## config.mk

```make
export PLATFORM = sky130hd
export DESIGN_NAME = vga_timing_rx
export DESIGN_NICKNAME = d
export VERILOG_FILES = /design/src/rtl/vga_timing_rx.sv
export SDC_FILE = /design/constraint.sdc
export NUM_CORES = 1
export LEC_CHECK = 0
export ABC_CLOCK_PERIOD_IN_PS = 5800
export CORE_MARGIN = 3
export CORE_UTILIZATION = 55
export DETAILED_ROUTE_END_ITERATION = 10
export HOLD_SLACK_MARGIN = 0.15
export PLACE_DENSITY_LB_ADDON = 0.08
export SETUP_SLACK_MARGIN = 0.2
export SKIP_CTS_REPAIR_TIMING = 1
export SYNTH_ARGS = -nofsm -noshare
export SYNTH_HDL_FRONTEND = slang
export SYNTH_SLANG_ARGS = --single-unit
```

## constraint.sdc

```tcl
create_clock -name clk -period 5.8 [get_ports clk]
set_input_delay 1.16 -clock clk [delete_from_list [all_inputs] [get_ports clk]]
set_output_delay 1.16 -clock clk [all_outputs]
set_load 0.02 [all_outputs]
```

## src/rtl/vga_timing_rx.sv

```systemverilog
// vga_timing_rx: recovers pixel coordinates from an h/v/bn sync triple,
// measures line and frame timing against the expected mode and reports
// lock status and timing violations.
module vga_timing_rx #(
    parameter int H_TOTAL     = 800,
    parameter int V_TOTAL     = 525,
    parameter int H_ACTIVE    = 640,
    parameter int V_ACTIVE    = 480,
    parameter int LOCK_FRAMES = 2
) (
    input  logic        clk,
    input  logic        reset,
    input  logic        h,
    input  logic        v,
    input  logic        bn,
    output logic [9:0]  col,
    output logic [9:0]  row,
    output logic        de,
    output logic        sof,
    output logic        locked,
    output logic        err,
    output logic [10:0] line_len,
    output logic [10:0] frame_lines
);

    localparam logic [10:0] H_TOTAL_W  = 11'(H_TOTAL);
    localparam logic [10:0] V_TOTAL_W  = 11'(V_TOTAL);
    localparam logic [10:0] H_ACTIVE_W = 11'(H_ACTIVE);
    localparam logic [10:0] V_ACTIVE_W = 11'(V_ACTIVE);
    localparam logic [3:0]  LOCK_N     = 4'(LOCK_FRAMES);

    typedef enum logic [1:0] {
        SEARCH = 2'd0,
        VERIFY = 2'd1,
        LOCKED = 2'd2
    } state_t;

    function automatic logic [10:0] sat_inc11(input logic [10:0] x);
        return (x == 11'h7FF) ? x : x + 11'd1;
    endfunction

    function automatic logic [9:0] sat_inc10(input logic [9:0] x);
        return (x == 10'h3FF) ? x : x + 10'd1;
    endfunction

    logic h_d1, h_d2, v_d1, v_d2, bn_d1, bn_d2;
    logic h_fall, v_fall, bn_rise, bn_fall;

    logic [10:0] hcnt_reg;
    logic [10:0] vis_reg;
    logic [10:0] vlines_reg;
    logic [10:0] alines_reg;
    logic        lines_ok_reg;
    logic        frame_valid_reg;
    logic        fell_reg;

    logic [10:0] line_len_now;
    logic [10:0] vis_now;
    logic [10:0] vlines_now;
    logic [10:0] alines_now;
    logic        line_good;
    logic        line_bad;
    logic        lines_ok_now;
    logic        frame_good;
    logic        frame_ok_evt;
    logic        frame_bad;

    state_t      state_reg, state_next;
    logic [3:0]  good_cnt_reg, good_cnt_next;
    logic        locked_next;
    logic        err_next;

    // Two-stage capture of the sync inputs; edges are taken between the stages.
    always_ff @(posedge clk or negedge reset) begin
        if (!reset) begin
            h_d1  <= 1'b0;
            h_d2  <= 1'b0;
            v_d1  <= 1'b0;
            v_d2  <= 1'b0;
            bn_d1 <= 1'b0;
            bn_d2 <= 1'b0;
        end else begin
            h_d1  <= h;
            h_d2  <= h_d1;
            v_d1  <= v;
            v_d2  <= v_d1;
            bn_d1 <= bn;
            bn_d2 <= bn_d1;
        end
    end

    assign h_fall  = h_d2 & ~h_d1;
    assign v_fall  = v_d2 & ~v_d1;
    assign bn_rise = ~bn_d2 & bn_d1;
    assign bn_fall = bn_d2 & ~bn_d1;

    // A bn fall or h fall landing in the same cycle as the closing edge
    // still belongs to the line/frame being closed.
    assign line_len_now = sat_inc11(hcnt_reg);
    assign vis_now      = bn_fall ? ({1'b0, col} + 11'd1) : vis_reg;
    assign line_good    = (line_len_now == H_TOTAL_W) &&
                          ((vis_now == 11'd0) || (vis_now == H_ACTIVE_W));
    assign line_bad     = h_fall & ~line_good;
    assign vlines_now   = h_fall  ? sat_inc11(vlines_reg) : vlines_reg;
    assign alines_now   = bn_fall ? sat_inc11(alines_reg) : alines_reg;
    assign lines_ok_now = lines_ok_reg & ~line_bad;
    assign frame_good   = frame_valid_reg & lines_ok_now &
                          (vlines_now == V_TOTAL_W) & (alines_now == V_ACTIVE_W);
    assign frame_ok_evt = v_fall & frame_good;
    assign frame_bad    = v_fall & ~frame_good;

    // Coordinate recovery: column from bn, row from bn falls since v fall.
    always_ff @(posedge clk or negedge reset) begin
        if (!reset) begin
            col      <= 10'd0;
            row      <= 10'd0;
            de       <= 1'b0;
            sof      <= 1'b0;
            fell_reg <= 1'b0;
        end else begin
            if (bn_rise) begin
                col <= 10'd0;
                de  <= 1'b1;
            end else if (bn_d2 && bn_d1) begin
                col <= sat_inc10(col);
            end else if (bn_fall) begin
                de  <= 1'b0;
            end

            if (v_fall) begin
                row <= 10'd0;
            end else if (bn_fall) begin
                row <= sat_inc10(row);
            end

            if (v_fall) begin
                fell_reg <= 1'b0;
            end else if (bn_fall) begin
                fell_reg <= 1'b1;
            end

            sof <= bn_rise & (v_fall | ~fell_reg);
        end
    end

    // Line and frame measurement counters.
    always_ff @(posedge clk or negedge reset) begin
        if (!reset) begin
            hcnt_reg        <= 11'd0;
            vis_reg         <= 11'd0;
            vlines_reg      <= 11'd0;
            alines_reg      <= 11'd0;
            lines_ok_reg    <= 1'b0;
            frame_valid_reg <= 1'b0;
            line_len        <= 11'd0;
            frame_lines     <= 11'd0;
        end else begin
            if (h_fall) begin
                hcnt_reg <= 11'd0;
                line_len <= line_len_now;
                vis_reg  <= 11'd0;
            end else begin
                hcnt_reg <= sat_inc11(hcnt_reg);
                vis_reg  <= vis_now;
            end

            if (v_fall) begin
                frame_lines     <= vlines_now;
                vlines_reg      <= 11'd0;
                alines_reg      <= 11'd0;
                lines_ok_reg    <= 1'b1;
                frame_valid_reg <= 1'b1;
            end else begin
                vlines_reg   <= vlines_now;
                alines_reg   <= alines_now;
                lines_ok_reg <= lines_ok_now;
            end
        end
    end

    // Lock FSM state and registered status outputs.
    always_ff @(posedge clk or negedge reset) begin
        if (!reset) begin
            state_reg    <= SEARCH;
            good_cnt_reg <= 4'd0;
            locked       <= 1'b0;
            err          <= 1'b0;
        end else begin
            state_reg    <= state_next;
            good_cnt_reg <= good_cnt_next;
            locked       <= locked_next;
            err          <= err_next;
        end
    end

    // Lock FSM next state: count consecutive good frames, drop on any violation.
    always_comb begin
        state_next    = state_reg;
        good_cnt_next = good_cnt_reg;
        err_next      = 1'b0;
        case (state_reg)
            SEARCH: begin
                if (frame_ok_evt) begin
                    good_cnt_next = 4'd1;
                    state_next    = (LOCK_N <= 4'd1) ? LOCKED : VERIFY;
                end
            end
            VERIFY: begin
                if (line_bad || frame_bad) begin
                    good_cnt_next = 4'd0;
                    state_next    = SEARCH;
                end else if (frame_ok_evt) begin
                    good_cnt_next = good_cnt_reg + 4'd1;
                    if ((good_cnt_reg + 4'd1) >= LOCK_N) begin
                        state_next = LOCKED;
                    end
                end
            end
            LOCKED: begin
                if (line_bad || frame_bad) begin
                    err_next      = 1'b1;
                    good_cnt_next = 4'd0;
                    state_next    = SEARCH;
                end
            end
            default: begin
                good_cnt_next = 4'd0;
                state_next    = SEARCH;
            end
        endcase
        locked_next = (state_next == LOCKED);
    end

endmodule

```

==> key figures, run 1 <==
Clocking
  – Clk_lat worst skew: 0.37 ns
  – H-tree depth: 3
  – Total CTS buffers: 9
  – Root Driver: clkbuf_8
  – Clk sink count: 105
  – Clock-pin slew on the worst setup and hold paths: 0.09 ns
  – CTS tree: done
  – Longest Clk Path Bufs: 2

Worst hold path
  – Min-Delay Path Class: flop to flop
  – Hold Path Stages: 0
  – Hold EP: h_d2
  – Worst hold start: h_d1

Floorplanning
  – Std-Cell Rows: 35
  – Starting density of the core: 58.2%
  – Ports: 51
  – Die Height: 106 um
  – Die X: 106 um
  – Core Region: 0.00950 mm^2
  – Die ar.: 0.0113 mm^2

Pwr
  – Logic pwr share: 15.4%
  – VDD IR max: 163 uV
  – Overall power: 0.00160 W
  – P_int: 0.00116 W
  – Power per cell area: 256 mW/mm^2
  – Clock power frac: 32.0%
  – Sw Pwr: 0.000447 W
  – Sw Ratio: 27.9%
  – Flop pwr share: 52.6%
  – Leakage power: 2.69 nW

Timing
  – Max-slew violations: 0
  – Period utilisation layout: 67.7%
  – Slew of the pin with the lowest slew margin: 1.15 ns
  – Unrepaired setup endpoints after global routing: no
  – Fin crit period: 3.93 ns
  – Achievable Freq: 255 MHz
  – Total negative slack: 0 ns
  – Hold_ws: 0.391 ns
  – Final Hold Vio Count: 0
  – Final setup vio count: 0
  – Rel. slew slack: 23.4%
  – Setup ws final: 1.87 ns
  – Fin Clk Skew: 0.0163 ns

Logic synthesis
  – Leading area contributor after synthesis: dfrtp_1
  – Flops & latches, synth: 105
  – Syn Std Cell Area: 0.00553 mm^2
  – Cells after Synth: 573
  – Avg Cell Area, Syn: 9.66 um^2
  – Post-synth EDFFs: 0
  – Post-synth top cells: 105 x dfrtp_1, 74 x nor2_1, 59 x nand2_1, 39 x o21ai_0, 25 x nand3_1
  – Top-count cell post-synth: dfrtp_1
  – Adder-Cell Fraction of Synth Area: 2.26%
  – Compound-gate portion of the synthesized area: 14.4%
  – Synth Flop Type: dfrtp_1
  – Post-synth net total: 588
  – XOR/XNOR Fraction of Synth Area: 4.75%
  – Top cell type's share of synthesized area: 47.5%
  – Yosys warning count: 0
  – Yosys cell types: 74
  – Synth Area in Simple Gates: 24.8%
  – Mux share of post-synthesis cell area: 2.37%
  – Async set-reset flop share out of synthesis: 100%
  – Main area contributors after synthesis: dfrtp_1 47%, nor2_1 5.0%, nand2_1 4.0%
  – Main combinational cell family by area after synthesis: simple AND/OR/NAND/NOR gates
  – Sequential area share after synthesis: 47.5%

Worst setup path
  – Slowest library cell on the worst path: ha_1
  – Worst path bufs/invs: 1
  – CP arrival: 4.23 ns
  – Reg2Reg Depth: 10
  – Startpoint Class: flop
  – CP Max Fanout: 31
  – Critical path required time: 6.10 ns
  – Worst setup EP type: flop
  – CP peak stage delay: 0.91 ns
  – Reg2Reg Launch Point: bn_d1
  – Worst R2R Setup Slack: 1.87 ns
  – Critical Path, Cell by Cell: inv_1 > ha_1 > o31ai_2 > or3b_2 > a211oi_1 > and4bb_1 > nand2b_1 > and4b_4 > or4b_1 > nand3_1
  – Critical path class: flop to flop
  – Worst setup path start: bn_d1
  – CP delay by family, top: simple AND/OR/NAND/NOR gates
  – RR Endpoint: good_cnt_reg[3]

Layout
  – Area Growth Syn to Fin: 13.2%
  – # diodes: 0
  – Layout cells sized above 1: 7.69%
  – FILL cells: 825
  – NumNets Final: 621

GRT
  – First-pass GRT wire length: 20200 um
  – Largest net degree at the start of global routing: 54
  – Initial antenna violation count: 0
  – Congestion Overflow GR: 0
  – Vias in the first global route: 4137
  – Total track usage: 21.8%

Placement
  – IO buf count: 50
  – DP Wirelength: 8010 um
  – Setup slack at placement: 1.92 ns
  – Final GP Congestion: 0.909

Detailed routing
  – Initial drt markers: 236
  – Drt total wl: 11600 um
  – Initial DRT Pass Iterations: 5
  – Detail Route Antenna Nets: 0
  – DR WL/cell: 15.6 um
  – DRC Markers: 0
  – Total number of vias: 4353
  – Vias per std cell: 5.88

Flow run
  – Max_cap viols: 0

Status
  – Status: finished clean
-- placed cells by master (no fill, tap or decap), types with 4 or more instances in the layout --
| master | instances |
|---|---|
| and2_1 | 8 |
| o21ai_0 | 39 |
| and4_1 | 8 |
| a31oi_1 | 7 |
| nor3_1 | 14 |
| xor2_1 | 17 |
| and3_1 | 12 |
| nand2b_1 | 6 |
| a211oi_1 | 5 |
| or3_1 | 8 |
| inv_1 | 14 |
| a31o_2 | 4 |
| ha_1 | 10 |
| dfrtp_1 | 105 |
| xnor2_1 | 13 |
| nand3_1 | 25 |
| nand2_1 | 59 |
| o2111ai_1 | 7 |
| mux2i_1 | 12 |
| nand4_1 | 12 |
| a21oi_1 | 18 |
| clkbuf_8 | 11 |
| clkdlybuf4s50_1 | 49 |
| nor2_1 | 74 |
-- how the worst max path moves through the flow --
stage | endpoint | slack, ns | cells after the start
2_1_floorplan | good_cnt_reg[3] | 2.90 | 10
3_3_place_gp | good_cnt_reg[3] | 2.09 | 10
3_5_place_dp | good_cnt_reg[3] | 1.92 | 10
4_1_cts | good_cnt_reg[3] | 1.91 | 10
5_1_grt | good_cnt_reg[3] | 1.61 | 10
6_report | good_cnt_reg[3] | 1.87 | 10
-- worst register-to-register path, stage by stage, from the launching register on --
cell and delay [ns]:
dfrtp_1 0.42, inv_1 0.07, ha_1 0.91, o31ai_2 0.27, or3b_2 0.51, a211oi_1 0.31
and4bb_1 0.32, nand2b_1 0.23, and4b_4 0.30, or4b_1 0.44, nand3_1 0.09
-- power by group through the flow --
stage          Combinational, W  Sequential [W]  Clock (W)
2_1_floorplan          0.000131        0.000873          0
3_3_place_gp           0.000244        0.000853          0
3_5_place_dp           0.000249        0.000856          0
4_1_cts                0.000251        0.000842   0.000525
5_1_grt                0.000276        0.000853   0.000556
6_report               0.000247        0.000843   0.000513
-- per-layer routing --
layer	routed length (um)	share of wire [%]	track usage (%)	vias up
li1	-	-	-	2101
met1	5550	48	32.2	2133
met2	5410	47	33.4	104
met3	473	4.1	3.40	15
met4	137	1.2	6.01	0
met5	0	0	0	-
-- metrics by stage --
stage          instances  util (%)  area, um^2
3_3_place_gp         724      63.5        6040
5_1_grt              740      65.9        6270
3_5_place_dp         724      63.5        6040
6_report             740      65.9        6270
4_1_cts              740      65.9        6270
2_1_floorplan        573         -        5530
-- kinds of logic after synthesis --
kind of cell               after synthesis
AOI/OAI and AO/OA                      113
muxes                                   13
and+or+nand+nor                        259
DFF                                    105
buffers and inverters                   43
xor gates and xnor gates                30
adders and majority gates               10
-- layout make-up --
type                    instances  area (um^2)  area share [%]
clock buffers                  12          155            2.48
multi-input cells             425         2690            42.9
inverters                      14         52.6           0.839
well taps                     129          161            2.58
clock inverters                 4         75.1            1.20
repair buffers                 51          505            8.07
flip-flops and latches        105         2630            41.9
No activity file was read; power rests on OpenSTA's default activity.
==> run 2, diff against run 1 <==
ABC_CLOCK_PERIOD_IN_PS = 3500   (was 5800)
CORE_UTILIZATION = 52   (was 55)
clock period = 3.5 ns   (was 5.8 ns; I/O delays follow)
==> run 2 against run 1 <==
  * Register-to-register slack worse by 1.5 ns
  * Total power grew 62%
  * Clock-buffer cell count stayed put
  * Cell area rose by 1.2%
  * Sequential share of layout area shrank 0.46 points
  * Critical endpoint unchanged
  * Clock power up 49%
  * Combinational power grew 72%
  * Highest routed layer unchanged
  * Utilization down 4.5 points
  * Via count up 0.30%
==> key figures, run 2 (synthesis results as in run 1) <==
Timing
  – Final Hold Vio Count: 0
  – Period utilisation layout: 88.9%
  – Achievable Freq: 321 MHz
  – Slew of the pin with the lowest slew margin: 0.677 ns
  – Rel. slew slack: 54.9%
  – Max-slew violations: 0
  – Final setup vio count: 0
  – Unrepaired setup endpoints after global routing: no
  – Fin Clk Skew: 0.00582 ns
  – Fin crit period: 3.11 ns
  – Total negative slack: 0 ns

Floorplanning
  – Core Region: 0.0103 mm^2
  – Ports: 51
  – Starting density of the core: 53.6%
  – Die ar.: 0.0119 mm^2
  – Die Height: 109 um
  – Std-Cell Rows: 37
  – Die X: 109 um

Layout
  – FILL cells: 905
  – Reg area: 0.00263 mm^2
  – # diodes: 0
  – NumNets Final: 627
  – Footprint of the multi-input gates: 0.00272 mm^2
  – Final core occ: 61.4%
  – Most frequent cells in the layout: 103 x dfrtp_1, 74 x nor2_1, 59 x nand2_1
  – Area Growth Syn to Fin: 14.6%
  – Layout cells sized above 1: 10.0%
  – Most common cell after layout, fill and taps aside: dfrtp_1

Clocking
  – Clk sink count: 105
  – Root Driver: clkbuf_8
  – H-tree depth: 3
  – Longest Clk Path Bufs: 2
  – Clk_lat worst skew: 0.37 ns
  – Total CTS buffers: 9
  – Clock-pin slew on the worst setup and hold paths: 0.09 ns
  – CTS tree: done

GRT
  – Total track usage: 21.3%
  – Largest net degree at the start of global routing: 54
  – Initial antenna violation count: 0
  – Vias in the first global route: 4122
  – First-pass GRT wire length: 20100 um
  – Congestion Overflow GR: 0

Detailed routing
  – Detail Route Antenna Nets: 0
  – Drt total wl: 12000 um
  – DRC Markers: 0
  – Vias per std cell: 5.80
  – Total number of vias: 4366
  – DR WL/cell: 15.9 um
  – Initial drt markers: 252
  – Initial DRT Pass Iterations: 5

Worst setup path
  – CP arrival: 3.42 ns
  – Critical path class: flop to flop
  – CP peak stage delay: 0.46 ns
  – Worst setup EP type: flop
  – Most frequent CP cell: nand3_1
  – CP Max Fanout: 8
  – Startpoint Class: flop
  – Critical path required time: 3.81 ns
  – Critical Path, Cell by Cell: ha_1 > and4_2 > a41oi_4 > nand3_1 > mux2i_1 > and4bb_2 > nand2b_1 > a32o_2 > or4b_1 > nand3_1
  – Slowest library cell on the worst path: or4b_1

Placement
  – Final GP Congestion: 0.853
  – IO buf count: 50
  – DP Wirelength: 8430 um

Pwr
  – Sw Ratio: 29.2%
  – VDD IR max: 202 uV
  – Logic pwr share: 16.4%
  – Leakage power: 2.71 nW
  – Clock power frac: 29.5%
  – Power per cell area: 408 mW/mm^2
  – Flop pwr share: 54.0%
  – Sw Pwr: 0.000756 W
  – P_int: 0.00183 W

Worst hold path
  – Min-Delay Path Class: input pin to asynchronous set/reset pin

Status
  – Status: finished clean

Flow run
  – Max_cap viols: 0
==> run 2: changes by cell type in the layout (fill, tap and decap cells not counted), sizes merged <==
cell,change
clkinvlp,+1
bufinv,-1
buf,+6
==> run 2: layout make-up <==
type,count,share of cell area (%)
Multi-Input combinational cell,425,43.0
Sequential cell,105,41.5
Timing Repair Buffer,57,8.94
Tap cell,136,2.68
Clock buffer,12,2.29
Clock inverter,4,0.829
Inverter,14,0.829
==> run 2: path summary, 6_finish.rpt <==
check / slack (ns) / endpoint / depth (start not counted) / from
min in group clk: 0.40 / h_d2 / 0 / h_d1
worst min register to register: 0.40 / h_d2 / 0 / h_d1
max in group asynchronous: 2.44 / alines_reg[9] / 2 / reset
worst max-delay path: 0.39 / good_cnt_reg[3] / 10 / vlines_reg[0]
worst max register to register: 0.39 / good_cnt_reg[3] / 10 / vlines_reg[0]
worst min-delay path: 0.35 / line_len[0] / 1 / reset
==> run 2: worst max-delay path: cells and delay by family (launching register included) <==
kind,cells,cell delay [ns]
mux,1,0.21
compound gates,2,0.64
simple gates,6,1.49
flops,1,0.44
fa+ha+maj,1,0.26
==> run 2: per-layer routing <==
metal	global-route usage (%)	vias to the layer above	routed length, um
li1	-	2122	-
met5	0	-	0
met1	30.6	2128	5770
met4	5.77	0	156
met3	3.49	14	468
met2	33.6	102	5600
==> run 2: metrics by stage <==
step / hold slack (ns) / worst slack [ns] / total power [W] / area [um^2] / std cells
6_report: 0.350 / 0.389 / 0.00259 / 6340 / 753
2_1_floorplan: 0.359 / 0.605 / 0.00166 / 5530 / 573
4_1_cts: 0.371 / 0.312 / 0.00261 / 6300 / 753
3_3_place_gp: 0.376 / 0.443 / 0.00183 / 6100 / 737
3_5_place_dp: 0.377 / 0.331 / 0.00184 / 6100 / 737
5_1_grt: 0.389 / 0.201 / 0.00272 / 6340 / 753
==> run 2: power groups by stage <==
| stage | Sequential, W | Clock, W | Combinational (W) |
|---|---|---|---|
| 2_1_floorplan | 0.00145 | 0 | 0.000218 |
| 3_3_place_gp | 0.00141 | 0 | 0.000414 |
| 3_5_place_dp | 0.00142 | 0 | 0.000423 |
| 4_1_cts | 0.00140 | 0.000790 | 0.000426 |
| 5_1_grt | 0.00141 | 0.000829 | 0.000473 |
| 6_report | 0.00140 | 0.000765 | 0.000426 |
